===== src/rtl/core_ctrl_pkg.sv =====
// rtl/core_ctrl_pkg.sv - shared control encodings for the multi-cycle RV32I core
// Holds the main FSM state encoding, the opcodes it decodes, and the select /
// alu_op encodings that the ALU decoder and the datapath agree on.
package core_ctrl_pkg;

  typedef enum logic [3:0] {
    S_FETCH    = 4'd0,
    S_DECODE   = 4'd1,
    S_MEMADR   = 4'd2,
    S_MEMREAD  = 4'd3,
    S_MEMWB    = 4'd4,
    S_MEMWRITE = 4'd5,
    S_EXECR    = 4'd6,
    S_EXECI    = 4'd7,
    S_ALUWB    = 4'd8,
    S_BRANCH   = 4'd9,
    S_JAL      = 4'd10,
    S_LUI      = 4'd11,
    S_JALR     = 4'd12,
    S_LINK     = 4'd13,
    S_TRAP     = 4'd15
  } state_t;

  localparam logic [6:0] OP_LOAD   = 7'b0000011;
  localparam logic [6:0] OP_STORE  = 7'b0100011;
  localparam logic [6:0] OP_R      = 7'b0110011;
  localparam logic [6:0] OP_I      = 7'b0010011;
  localparam logic [6:0] OP_BRANCH = 7'b1100011;
  localparam logic [6:0] OP_JAL    = 7'b1101111;
  localparam logic [6:0] OP_JALR   = 7'b1100111;
  localparam logic [6:0] OP_LUI    = 7'b0110111;

  localparam logic [1:0] ALU_ADD   = 2'b00;
  localparam logic [1:0] ALU_SUB   = 2'b01;
  localparam logic [1:0] ALU_FUNCT = 2'b10;
  localparam logic [1:0] ALU_PASS  = 2'b11;

  localparam logic [1:0] SRCA_PC    = 2'b00;
  localparam logic [1:0] SRCA_OLDPC = 2'b01;
  localparam logic [1:0] SRCA_RD1   = 2'b10;

  localparam logic [1:0] SRCB_RD2  = 2'b00;
  localparam logic [1:0] SRCB_IMM  = 2'b01;
  localparam logic [1:0] SRCB_FOUR = 2'b10;

  localparam logic [1:0] RES_ALUOUT    = 2'b00;
  localparam logic [1:0] RES_DATA      = 2'b01;
  localparam logic [1:0] RES_ALURESULT = 2'b10;

endpackage


===== src/rtl/branch_cond_eval.sv =====
// rtl/branch_cond_eval.sv - combinational branch condition from funct3 and ALU flags
// Ports:
//   funct3     in  branch type from the instruction
//   zero       in  rs1 - rs2 == 0
//   lt / ltu   in  signed / unsigned rs1 < rs2
//   taken      out branch condition holds
//   bad_funct3 out funct3 is not a defined branch type (010, 011)
module branch_cond_eval (
  input  logic [2:0] funct3,
  input  logic       zero,
  input  logic       lt,
  input  logic       ltu,
  output logic       taken,
  output logic       bad_funct3
);

  always_comb begin
    taken      = 1'b0;
    bad_funct3 = 1'b0;
    case (funct3)
      3'b000:  taken = zero;
      3'b001:  taken = ~zero;
      3'b100:  taken = lt;
      3'b101:  taken = ~lt;
      3'b110:  taken = ltu;
      3'b111:  taken = ~ltu;
      default: bad_funct3 = 1'b1;
    endcase
  end

endmodule


===== src/rtl/multicycle_main_fsm.sv =====
// rtl/multicycle_main_fsm.sv - main control FSM of the multi-cycle RV32I core
// Ports:
//   clk, rst_n              clock, asynchronous active-low reset
//   op, funct3              instruction fields from the instruction register
//   zero, lt, ltu           ALU comparison flags, used in BRANCH
//   mem_ready               memory has completed the current access
//   mem_req, mem_write      memory request / store qualifier
//   adr_src, ir_write       address mux select, instruction register load
//   pc_write, reg_write     PC and register file write enables
//   alu_src_a/b, result_src datapath mux selects
//   alu_op                  class of operation for the ALU decoder
//   illegal                 sticky trap flag, cleared only by reset
//   state_dbg               current state encoding
module multicycle_main_fsm
  import core_ctrl_pkg::*;
#(
  parameter state_t RESET_STATE = S_FETCH
) (
  input  logic       clk,
  input  logic       rst_n,
  input  logic [6:0] op,
  input  logic [2:0] funct3,
  input  logic       zero,
  input  logic       lt,
  input  logic       ltu,
  input  logic       mem_ready,
  output logic       mem_req,
  output logic       mem_write,
  output logic       adr_src,
  output logic       ir_write,
  output logic       pc_write,
  output logic       reg_write,
  output logic [1:0] alu_src_a,
  output logic [1:0] alu_src_b,
  output logic [1:0] result_src,
  output logic [1:0] alu_op,
  output logic       illegal,
  output logic [3:0] state_dbg
);

  state_t state, state_next;
  logic   br_taken, br_bad;

  branch_cond_eval u_branch_cond_eval (
    .funct3     (funct3),
    .zero       (zero),
    .lt         (lt),
    .ltu        (ltu),
    .taken      (br_taken),
    .bad_funct3 (br_bad)
  );

  always_ff @(posedge clk or negedge rst_n) begin
    if (!rst_n) state <= RESET_STATE;
    else        state <= state_next;
  end

  assign state_dbg = state;

  // Outputs are gated by rst_n so that an access in flight is dropped the
  // moment reset asserts, even though the state register already reads FETCH.
  always_comb begin
    state_next = state;
    mem_req    = 1'b0;
    mem_write  = 1'b0;
    adr_src    = 1'b0;
    ir_write   = 1'b0;
    pc_write   = 1'b0;
    reg_write  = 1'b0;
    alu_src_a  = SRCA_PC;
    alu_src_b  = SRCB_RD2;
    result_src = RES_ALUOUT;
    alu_op     = ALU_ADD;
    illegal    = 1'b0;
    if (rst_n) begin
      case (state)
        S_FETCH: begin
          mem_req    = 1'b1;
          alu_src_b  = SRCB_FOUR;
          result_src = RES_ALURESULT;
          ir_write   = mem_ready;
          pc_write   = mem_ready;
          if (mem_ready) state_next = S_DECODE;
        end
        S_DECODE: begin
          // Branch / JAL target OldPC + imm is parked in ALUOut here.
          alu_src_a = SRCA_OLDPC;
          alu_src_b = SRCB_IMM;
          case (op)
            OP_LOAD, OP_STORE: state_next = S_MEMADR;
            OP_R:              state_next = S_EXECR;
            OP_I:              state_next = S_EXECI;
            OP_BRANCH:         state_next = S_BRANCH;
            OP_JAL:            state_next = S_JAL;
            OP_JALR:           state_next = S_JALR;
            OP_LUI:            state_next = S_LUI;
            default:           state_next = S_TRAP;
          endcase
        end
        S_MEMADR: begin
          alu_src_a  = SRCA_RD1;
          alu_src_b  = SRCB_IMM;
          state_next = op[5] ? S_MEMWRITE : S_MEMREAD;
        end
        S_MEMREAD: begin
          mem_req = 1'b1;
          adr_src = 1'b1;
          if (mem_ready) state_next = S_MEMWB;
        end
        S_MEMWB: begin
          result_src = RES_DATA;
          reg_write  = 1'b1;
          state_next = S_FETCH;
        end
        S_MEMWRITE: begin
          mem_req   = 1'b1;
          mem_write = 1'b1;
          adr_src   = 1'b1;
          if (mem_ready) state_next = S_FETCH;
        end
        S_EXECR: begin
          alu_src_a  = SRCA_RD1;
          alu_op     = ALU_FUNCT;
          state_next = S_ALUWB;
        end
        S_EXECI: begin
          alu_src_a  = SRCA_RD1;
          alu_src_b  = SRCB_IMM;
          alu_op     = ALU_FUNCT;
          state_next = S_ALUWB;
        end
        S_ALUWB: begin
          reg_write  = 1'b1;
          state_next = S_FETCH;
        end
        S_BRANCH: begin
          alu_src_a  = SRCA_RD1;
          alu_op     = ALU_SUB;
          pc_write   = br_taken & ~br_bad;
          state_next = br_bad ? S_TRAP : S_FETCH;
        end
        S_JAL: begin
          // PC <- ALUOut (target from DECODE); ALU computes OldPC + 4 for the link.
          alu_src_a  = SRCA_OLDPC;
          alu_src_b  = SRCB_FOUR;
          pc_write   = 1'b1;
          state_next = S_ALUWB;
        end
        S_JALR: begin
          // PC <- rs1 + imm straight from the ALU result.
          alu_src_a  = SRCA_RD1;
          alu_src_b  = SRCB_IMM;
          result_src = RES_ALURESULT;
          pc_write   = 1'b1;
          state_next = S_LINK;
        end
        S_LINK: begin
          // Same link computation as JAL but without reloading the PC.
          alu_src_a  = SRCA_OLDPC;
          alu_src_b  = SRCB_FOUR;
          state_next = S_ALUWB;
        end
        S_LUI: begin
          alu_src_b  = SRCB_IMM;
          alu_op     = ALU_PASS;
          state_next = S_ALUWB;
        end
        S_TRAP: begin
          illegal    = 1'b1;
          state_next = S_TRAP;
        end
        default: state_next = S_TRAP;
      endcase
    end
  end

endmodule


===== config.mk =====
export PLATFORM = sky130hd
export DESIGN_NAME = multicycle_main_fsm
export DESIGN_NICKNAME = d
export VERILOG_FILES = /design/src/rtl/core_ctrl_pkg.sv /design/src/rtl/branch_cond_eval.sv /design/src/rtl/multicycle_main_fsm.sv
export SDC_FILE = /design/constraint.sdc
export NUM_CORES = 1
export LEC_CHECK = 0
export CAP_MARGIN = 20
export CORE_UTILIZATION = 30
export DETAILED_ROUTE_END_ITERATION = 12
export DONT_BUFFER_PORTS = 1
export PLACE_DENSITY = 0.48
export RECOVER_POWER = 25
export SKIP_LAST_GASP = 1
export SLEW_MARGIN = 20
export SYNTH_ARGS = -nofsm -noshare
export SYNTH_HDL_FRONTEND = slang
export SYNTH_SLANG_ARGS = --single-unit
export TNS_END_PERCENT = 50

===== constraint.sdc =====
create_clock -name clk -period 4.62 [get_ports clk]
set_input_delay 0.462 -clock clk [delete_from_list [all_inputs] [get_ports clk]]
set_output_delay 0.462 -clock clk [all_outputs]
set_load 0.02 [all_outputs]

After elaboration in Yosys (flattened, before gate mapping)
Index checks and enable logic that the tools add are counted.
Widths: inputs -> output; s select.
Word-level totals
  bits of input ports: 16
  logic and storage cells: 81
  output and inout bits: 19
  flip-flop bits (word level): 4
Operators by class
  mux-type cells: 30
  eq/ne operators: 30
  reduce and logical (&&, ||, !) cells: 16
  bitwise logic cells: 4
Operators with widths (number)
  $pmux 4 s9: 1
  $eq 4x4->1 const B: 7
  $pmux 4 s7: 1
  $eq 7x6->1 const B: 3
  $eq 7x7->1 const B: 3
  $eq 4x3->1 const B: 4
  $mux 4: 4
  $reduce_or 5->1: 3
  $mux 1: 13
  $eq 3x3->1 const B: 4
  $pmux 2 s2: 3
  $reduce_or 2->1: 6
  $reduce_or 3->1: 3
  $eq 4x2->1 const B: 2
  $mux 2: 4
  $eq 7x2->1 const B: 1
  $eq 7x5->1 const B: 1
  $ne 2x2->1 const B: 3
  $pmux 1 s6: 1
  $pmux 2 s3: 1
  $reduce_or 6->1: 1
  $eq 4x1->1 const B: 1
  $logic_not 4->1: 1
  $reduce_and 4->1: 1
  6 further kinds: 8

Logic depth before layout (Yosys ltp)
Gate-level depths: netlist of run 1.
  word-level depth: 5
  gate-level depth with buffers: 6
  mapped depth without buffers: 4

By module
Synthesis of run 1 repeated with hierarchy kept, for this count alone.
Second synthesis, totals
  cells, all modules: 111
  area, all modules: 725.7 µm²
Modules (own cells, without submodules)
  multicycle_main_fsm: instances 1, sequential area each 100.1 µm², area each 679.4 µm², cells each 105
  branch_cond_eval: instances 1, sequential area each 0.0 µm², area each 46.3 µm², cells each 6

Least setup slack after synthesis of run 1
No wires, ideal clock.
  path type: reg-to-output
  from: reg state[0], in the netlist state_dbg[0]
  to: out adr_src
  path buffers: 2
  stages on the path, launching flop included: 5
  slack: 2623 ps
  data required time: 4158 ps
  arrival time: 1535 ps
  cell sequence: dfrtp_1 buf_2 clkbuf_1 nand2_1 nor3_1
On the way
  longest elaborated chain between the ends: 4
  elaborated cells between the ends (all ways): 5
  classes of those cells: eq/ne: 2; mux: 2; reduce/logical: 1
Ends and longest elaborated chain
  start, declared: line multicycle_main_fsm.sv:41  | state_t state, state_next;
  start signal, assigned: line multicycle_main_fsm.sv:55  | else state <= state_next;
  $eq 4x3->1 / $eq 4x2->1 (equally long branches): line multicycle_main_fsm.sv:76  | case (state)
  $reduce_or 2->1 (no line) *
  $mux 1 *: line multicycle_main_fsm.sv:76
  $mux 1 *: line multicycle_main_fsm.sv:75  | if (rst_n) begin
  end, declared: line multicycle_main_fsm.sv:29  | output logic adr_src,
Mark *: on every way between the ends. The rest lies on a longest branch, timed or not.

Final worst setup path of run 1
  from: reg state[2], in the netlist state_dbg[2]
  to: out alu_src_b[0]
On the way
  longest elaborated chain between the ends: 4
  elaborated cells between the ends (all ways): 12
  classes of those cells: eq/ne: 7; mux: 2; reduce/logical: 3
Ends and longest elaborated chain
  $eq 4x1->1, or another cell as far along: line multicycle_main_fsm.sv:76
  $reduce_or 5->1 (no line) / $reduce_or 3->1 (equally long branches)
  $pmux 2 s2 *: line multicycle_main_fsm.sv:76
  $mux 2 *: line multicycle_main_fsm.sv:75
  end, declared: line multicycle_main_fsm.sv:34  | output logic [1:0] alu_src_b,
Marks and branches as above.

==> reports/results.ini, run 1 <==
[outcome]
outcome=finished clean

[clocking]
h-tree-depth=1
clockBufferDepth=2
cts.sinks=4
cts_root_buf=clkbuf_4
clkLatencyLatePin_ns=0.24
numCtsBuffers=3
clk_pin_slew_worst_paths_ns=0.04
cts_tree=done
post_cts_buffers=0

[floorplan]
dieHeight_um=52.52
core.rowCount=17
num_io_pins=35
coreArea_mm2=0.002318
initial_utilization=0.3303
fp.dieW_um=52.52
die-area_mm2=0.002758

[pwr]
switchingPower_uw=264.9
seqPwrFrac=0.303
p_per_area_mw_per_mm2=588.5
p_total_uw=462.4
pwr-share-comb=0.602
clkPwrFrac=0.096
p_sw_frac=0.5729
vdd_drop_max_uv=224.0
p_int_uw=197.5
p_leak_uw=0.0002837

[layout]
mostFrequentLayoutCell=nand2_1
layout-drive-gt1-share=0.1089
largest_reg_flops=4
finalNetCount=119
syn_to_final_growth_pct=2.614
multi_input_area_um2=606.8
area.sequential_um2=100.1
fill_cells=268
finalCoreUtilization=0.3389
antenna_cells=0
final_cell_mix=nand2_1, nor2_1, a21oi_1, nor3_1, o21ai_0

[global_route]
grt_overflow=0
grt_pass1_vias=756
grt_use_total=0.1601
antenna_found_initial=0
grt_pass1_wl_um=3312
grt_max_degree=23

[timing]
hold_viol=0
period_share=0.5506
tightest_slew_ns=0.8366
max_freq_ghz=0.3931
tns_ns=0
finalMaxSlewViolations=0
period_needed_ns=2.544
hold_ws_ns=0.4273
grt_setup_unrepaired=no
slew-limit-headroom=0.4422
setup_violations=0
clock_skew_ns=0.004763

[synthesis]
yosys_most_used_dff=dfrtp_1
syn_area_um2=765.7
synth_fp_nets=122
yosysWarnings=0
synth_edf_count=0
ys_ff_latch=4
ys_seq_area_frac=0.1307
synth.distinct_cells=44
postSynthCellCount=106
async_flop_share=1.000
avgSynthCellArea_um2=7.224

[routing]
viasPerCell=5.837
dr.pass1.iters=4
vias=753
wire_per_inst_um=14.54
drtIter0Drc=7
drc_errors=0
drt.antenna.violating_nets=0
wl_um=1876

[worst_setup_path]
worstReg2RegEnd=state_dbg[0]
start_kind=flip-flop
cp_max_fo=21
r2r_slack_ns=2.57
path_class=reg -> out
crit_arrival_ns=2.08
endpoint_kind=output pin
rr_startpoint=state_dbg[1]
critPathRequiredTime_ns=4.16
ff2ff_path_depth=3

[worst_hold_path]
min_path_type=in -> reg
holdPathStages=2
hp-start=rst_n
hold_end=state_dbg[3]

[run]
max_cap_violations=0

[placement]
gp_congestion=0.7530
portBuffers=0
dp_hpwl_um=1425

-- power by group through the flow --
stage                     Clock (µW)  Combinational [µW]  Sequential, µW
after floorplan                    0                 313            75.4
after global placement             0                 280             141
after detailed placement           0                 280             140
after CTS                       46.3                 282             139
after global routing            49.6                 309             152
final                           44.2                 278             140
-- metal layers --
| layer | routed length (µm) | global-route usage | share of wire |
|---|---|---|---|
| met2 | 882 | 0.2574 | 0.47 |
| met5 | 0 | 0 | 0 |
| met4 | 15 | 0.07895 | 0.0080 |
| met3 | 144 | 0.04058 | 0.077 |
| met1 | 833 | 0.1952 | 0.44 |
-- area by class of cell --
cell class | count | share of cell area
flip-flops and latches | 4 | 0.1274
well taps | 28 | 0.04459
inverters | 3 | 0.01433
clock buffers | 3 | 0.02866
repair buffers | 1 | 0.01274
multi-input cells | 90 | 0.7723
-- stage by stage --
step / area, µm² / cells / worst slack, ns
after floorplan: 765.7 / 106 / 2.623
after global placement: 753.2 / 125 / 2.368
after detailed placement: 753.2 / 125 / 2.326
after CTS: 785.8 / 129 / 2.077
after global routing: 785.8 / 129 / 1.857
final: 785.8 / 129 / 2.076
-- cell families (layout without fill, tap and decap cells) --
group / after synthesis / count (layout) / share of synthesized area
AO/OA/AOI/OAI: 29 / 29 / 0.2713
XOR/XNOR: 5 / 5 / 0.05719
flip-flops: 4 / 4 / 0.1307
multiplexers: 2 / 2 / 0.03267
buffers and inverters: 12 / 7 / 0.07679
AND/OR/NAND/NOR: 54 / 54 / 0.4314
-- what timing repair did --
item / CTS / global route
hold endpoints to repair: 4 / 0
hold buffers: 1 / 0
resized for setup: 0 / 0
-- synth_stat cells, drive strengths merged (2+ instances only) --
cell | count | share of area
nand2 | 10 | 0.049
a21oi | 7 | 0.046
nor2 | 7 | 0.034
nor3 | 7 | 0.052
buf | 6 | 0.047
o21ai | 6 | 0.039
dfrtp | 4 | 0.13
nand3 | 4 | 0.026
nor2b | 4 | 0.033
xor2 | 4 | 0.046
and2 | 3 | 0.025
clkbuf | 3 | 0.015
inv | 3 | 0.015
nand2b | 3 | 0.025
o21a | 3 | 0.029
o22ai | 3 | 0.025
nand3b | 2 | 0.020
nor4b | 2 | 0.031
o211ai | 2 | 0.020
o221ai | 2 | 0.046
o32ai | 2 | 0.023
or3b | 2 | 0.023
-- how the worst max path moves through the flow --
stage	start	endpoint	slack, ns	depth (start not counted)
floorplan	state_dbg[0]	adr_src	2.62	4
global placement	state_dbg[2]	alu_src_b[0]	2.37	4
detailed placement	state_dbg[2]	alu_src_b[0]	2.33	4
CTS	state_dbg[2]	alu_src_b[0]	2.08	4
global route	state_dbg[2]	alu_src_b[0]	1.86	4
finish	state_dbg[2]	alu_src_b[0]	2.08	4
-- worst max-delay path: stages (launching register included) --
cell and delay (ns):
dfrtp_1 0.84, nand2_1 0.28, o22ai_1 0.23, o21ai_0 0.10, a21oi_1 0.40
Note: power is estimated with default switching activity, not from simulation.
==> run 2: changes to the inputs <==
==> constraint.sdc (replaced) <==
create_clock -name clk -period 2.5 [get_ports clk]
set_input_delay 0.25 -clock clk [delete_from_list [all_inputs] [get_ports clk]]
set_output_delay 0.25 -clock clk [all_outputs]
set_load 0.02 [all_outputs]
==> run 2 against run 1 <==
Effect of this change: routed wire length rose by 4.9%; critical endpoint unchanged; die area stayed put; critical path depth unchanged; register-to-register slack worse by 2.0 ns; critical path type unchanged.
==> reports/results.ini, run 2 (synthesis results as in run 1) <==
[pwr]
p_per_area_mw_per_mm2=1098  ; +87%
p_total_uw=912.0  ; +97%
p_leak_uw=0.0003147  ; +11%
vdd_drop_max_uv=452.4  ; +100%

[timing]
max_freq_ghz=0.4653
slew-limit-headroom=0.6086  ; +0.1663
finalMaxSlewViolations=0  ; unchanged
setup_violations=0  ; unchanged
grt_setup_unrepaired=no
tns_ns=0  ; unchanged
period_share=0.8597
clock_skew_ns=0.001775  ; -0.002988 ns
hold_viol=0  ; unchanged
tightest_slew_ns=0.5872  ; -0.2495 ns
period_needed_ns=2.149

[routing]
wl_um=1968  ; +4.9%
viasPerCell=5.956  ; +2.0%
dr.pass1.iters=4  ; unchanged
wire_per_inst_um=14.58  ; +0.24%
vias=804  ; +6.8%
drc_errors=0  ; unchanged
drtIter0Drc=18  ; +11
drt.antenna.violating_nets=0  ; unchanged

[placement]
dp_hpwl_um=1516  ; +6.4%
gp_congestion=0.8168  ; +8.5%
portBuffers=0  ; unchanged

[worst_hold_path]
min_path_type=in -> reg

[floorplan]
die-area_mm2=0.002758  ; unchanged
initial_utilization=0.3303  ; unchanged
core.rowCount=17  ; unchanged
num_io_pins=35  ; unchanged
coreArea_mm2=0.002318  ; unchanged
dieHeight_um=52.52  ; unchanged
fp.dieW_um=52.52  ; unchanged

[clocking]
cts_root_buf=clkbuf_4
clockBufferDepth=2  ; unchanged
clkLatencyLatePin_ns=0.24  ; about the same
clk_pin_slew_worst_paths_ns=0.04  ; about the same
cts_tree=done
cts.sinks=4  ; unchanged
cts_resized=0  ; unchanged
cts_hold_buffers=1  ; unchanged
h-tree-depth=1  ; unchanged
post_cts_buffers=0  ; unchanged
numCtsBuffers=3  ; unchanged

[worst_setup_path]
start_kind=flip-flop
crit_family=flip-flops
critPathRequiredTime_ns=2.25  ; -1.91 ns
critPathSlowestCell=dfrtp_1
cp_max_fo=14  ; -33%
r2r_slack_ns=0.56  ; -2.01 ns
crit_arrival_ns=1.90  ; -0.18 ns
path_buf_inv=0  ; unchanged
cp_cell_sequence=nand2_1 > o22ai_1 > o21ai_0 > a21oi_1
endpoint_kind=output pin
path_class=reg -> out
critPathMaxStageDelay_ns=0.70  ; -0.14 ns

[layout]
syn_to_final_growth_pct=8.497
layout-drive-gt1-share=0.1589  ; +0.04997
finalNetCount=125  ; +5.0%
largest_reg_flops=4  ; unchanged
mostFrequentLayoutCell=nand2_1
final_cell_mix=nand2_1, nor2_1, a21oi_1
antenna_cells=0  ; unchanged

[global_route]
grt_use_total=0.1503  ; -0.009773
grt_max_degree=19  ; -17%
antenna_found_initial=0  ; unchanged
grt_pass1_vias=746  ; -1.3%
grt_pass1_wl_um=3194  ; -3.6%
grt_overflow=0  ; unchanged

[run]
max_cap_violations=0  ; unchanged

[outcome]
outcome=finished clean

[run 2: cell types whose count changed in the layout (fill, tap and decap cells not counted)]
| cell | before | now |
|---|---|---|
| buf_4 | 0 | 6 |
[run 2: cell type report]
type | count | area [µm²]
Inverter | 3 | 11.26
Clock buffer | 3 | 22.52
Timing Repair Buffer | 7 | 55.05
Sequential cell | 4 | 100.1
Tap cell | 28 | 35.03
Fill cell | 249 | 1488
Multi-Input combinational cell | 90 | 606.8
[run 2: report_power, final]
part	switching, µW	internal, µW	total [µW]
clock	27.8	53.8	81.6
sequential	105	89.7	195
combinational	373	262	636
total	506	406	912
[run 2: final timing paths]
kind,from,endpoint,cells after the start
hold / removal,rst_n,state_dbg[3],2
hold reg to reg,state_dbg[0],state_dbg[0],1
min in group asynchronous,rst_n,state_dbg[1],1
max in group asynchronous,rst_n,state_dbg[3],1
setup reg to reg,state_dbg[2],state_dbg[0],4
setup / recovery,state_dbg[3],alu_src_b[0],4
[run 2: metrics by stage]
stage | instances | cell area (µm²) | setup slack (ns) | util | hold WS (ns)
final | 135 | 830.8 | 0.3508 | 0.3583 | 0.2149
after global routing | 135 | 830.8 | 0.2126 | 0.3583 | 0.2363
after CTS | 135 | 830.8 | 0.3496 | 0.3583 | 0.2151
after detailed placement | 131 | 798.3 | 0.5558 | 0.3443 | -0.04528
after global placement | 131 | 798.3 | 0.5616 | 0.3443 | -0.04529
after floorplan | 106 | 765.7 | 0.7151 | - | -0.04559
[run 2: metal layers]
| metal | part of all wire | track usage | vias to the layer above |
|---|---|---|---|
| met5 | 0 | 0 | - |
| met2 | 0.45 | 0.2489 | 36 |
| met1 | 0.46 | 0.1928 | 370 |
| met3 | 0.076 | 0.02609 | 2 |
| li1 | - | - | 396 |
| met4 | 0.0071 | 0.05263 | 0 |
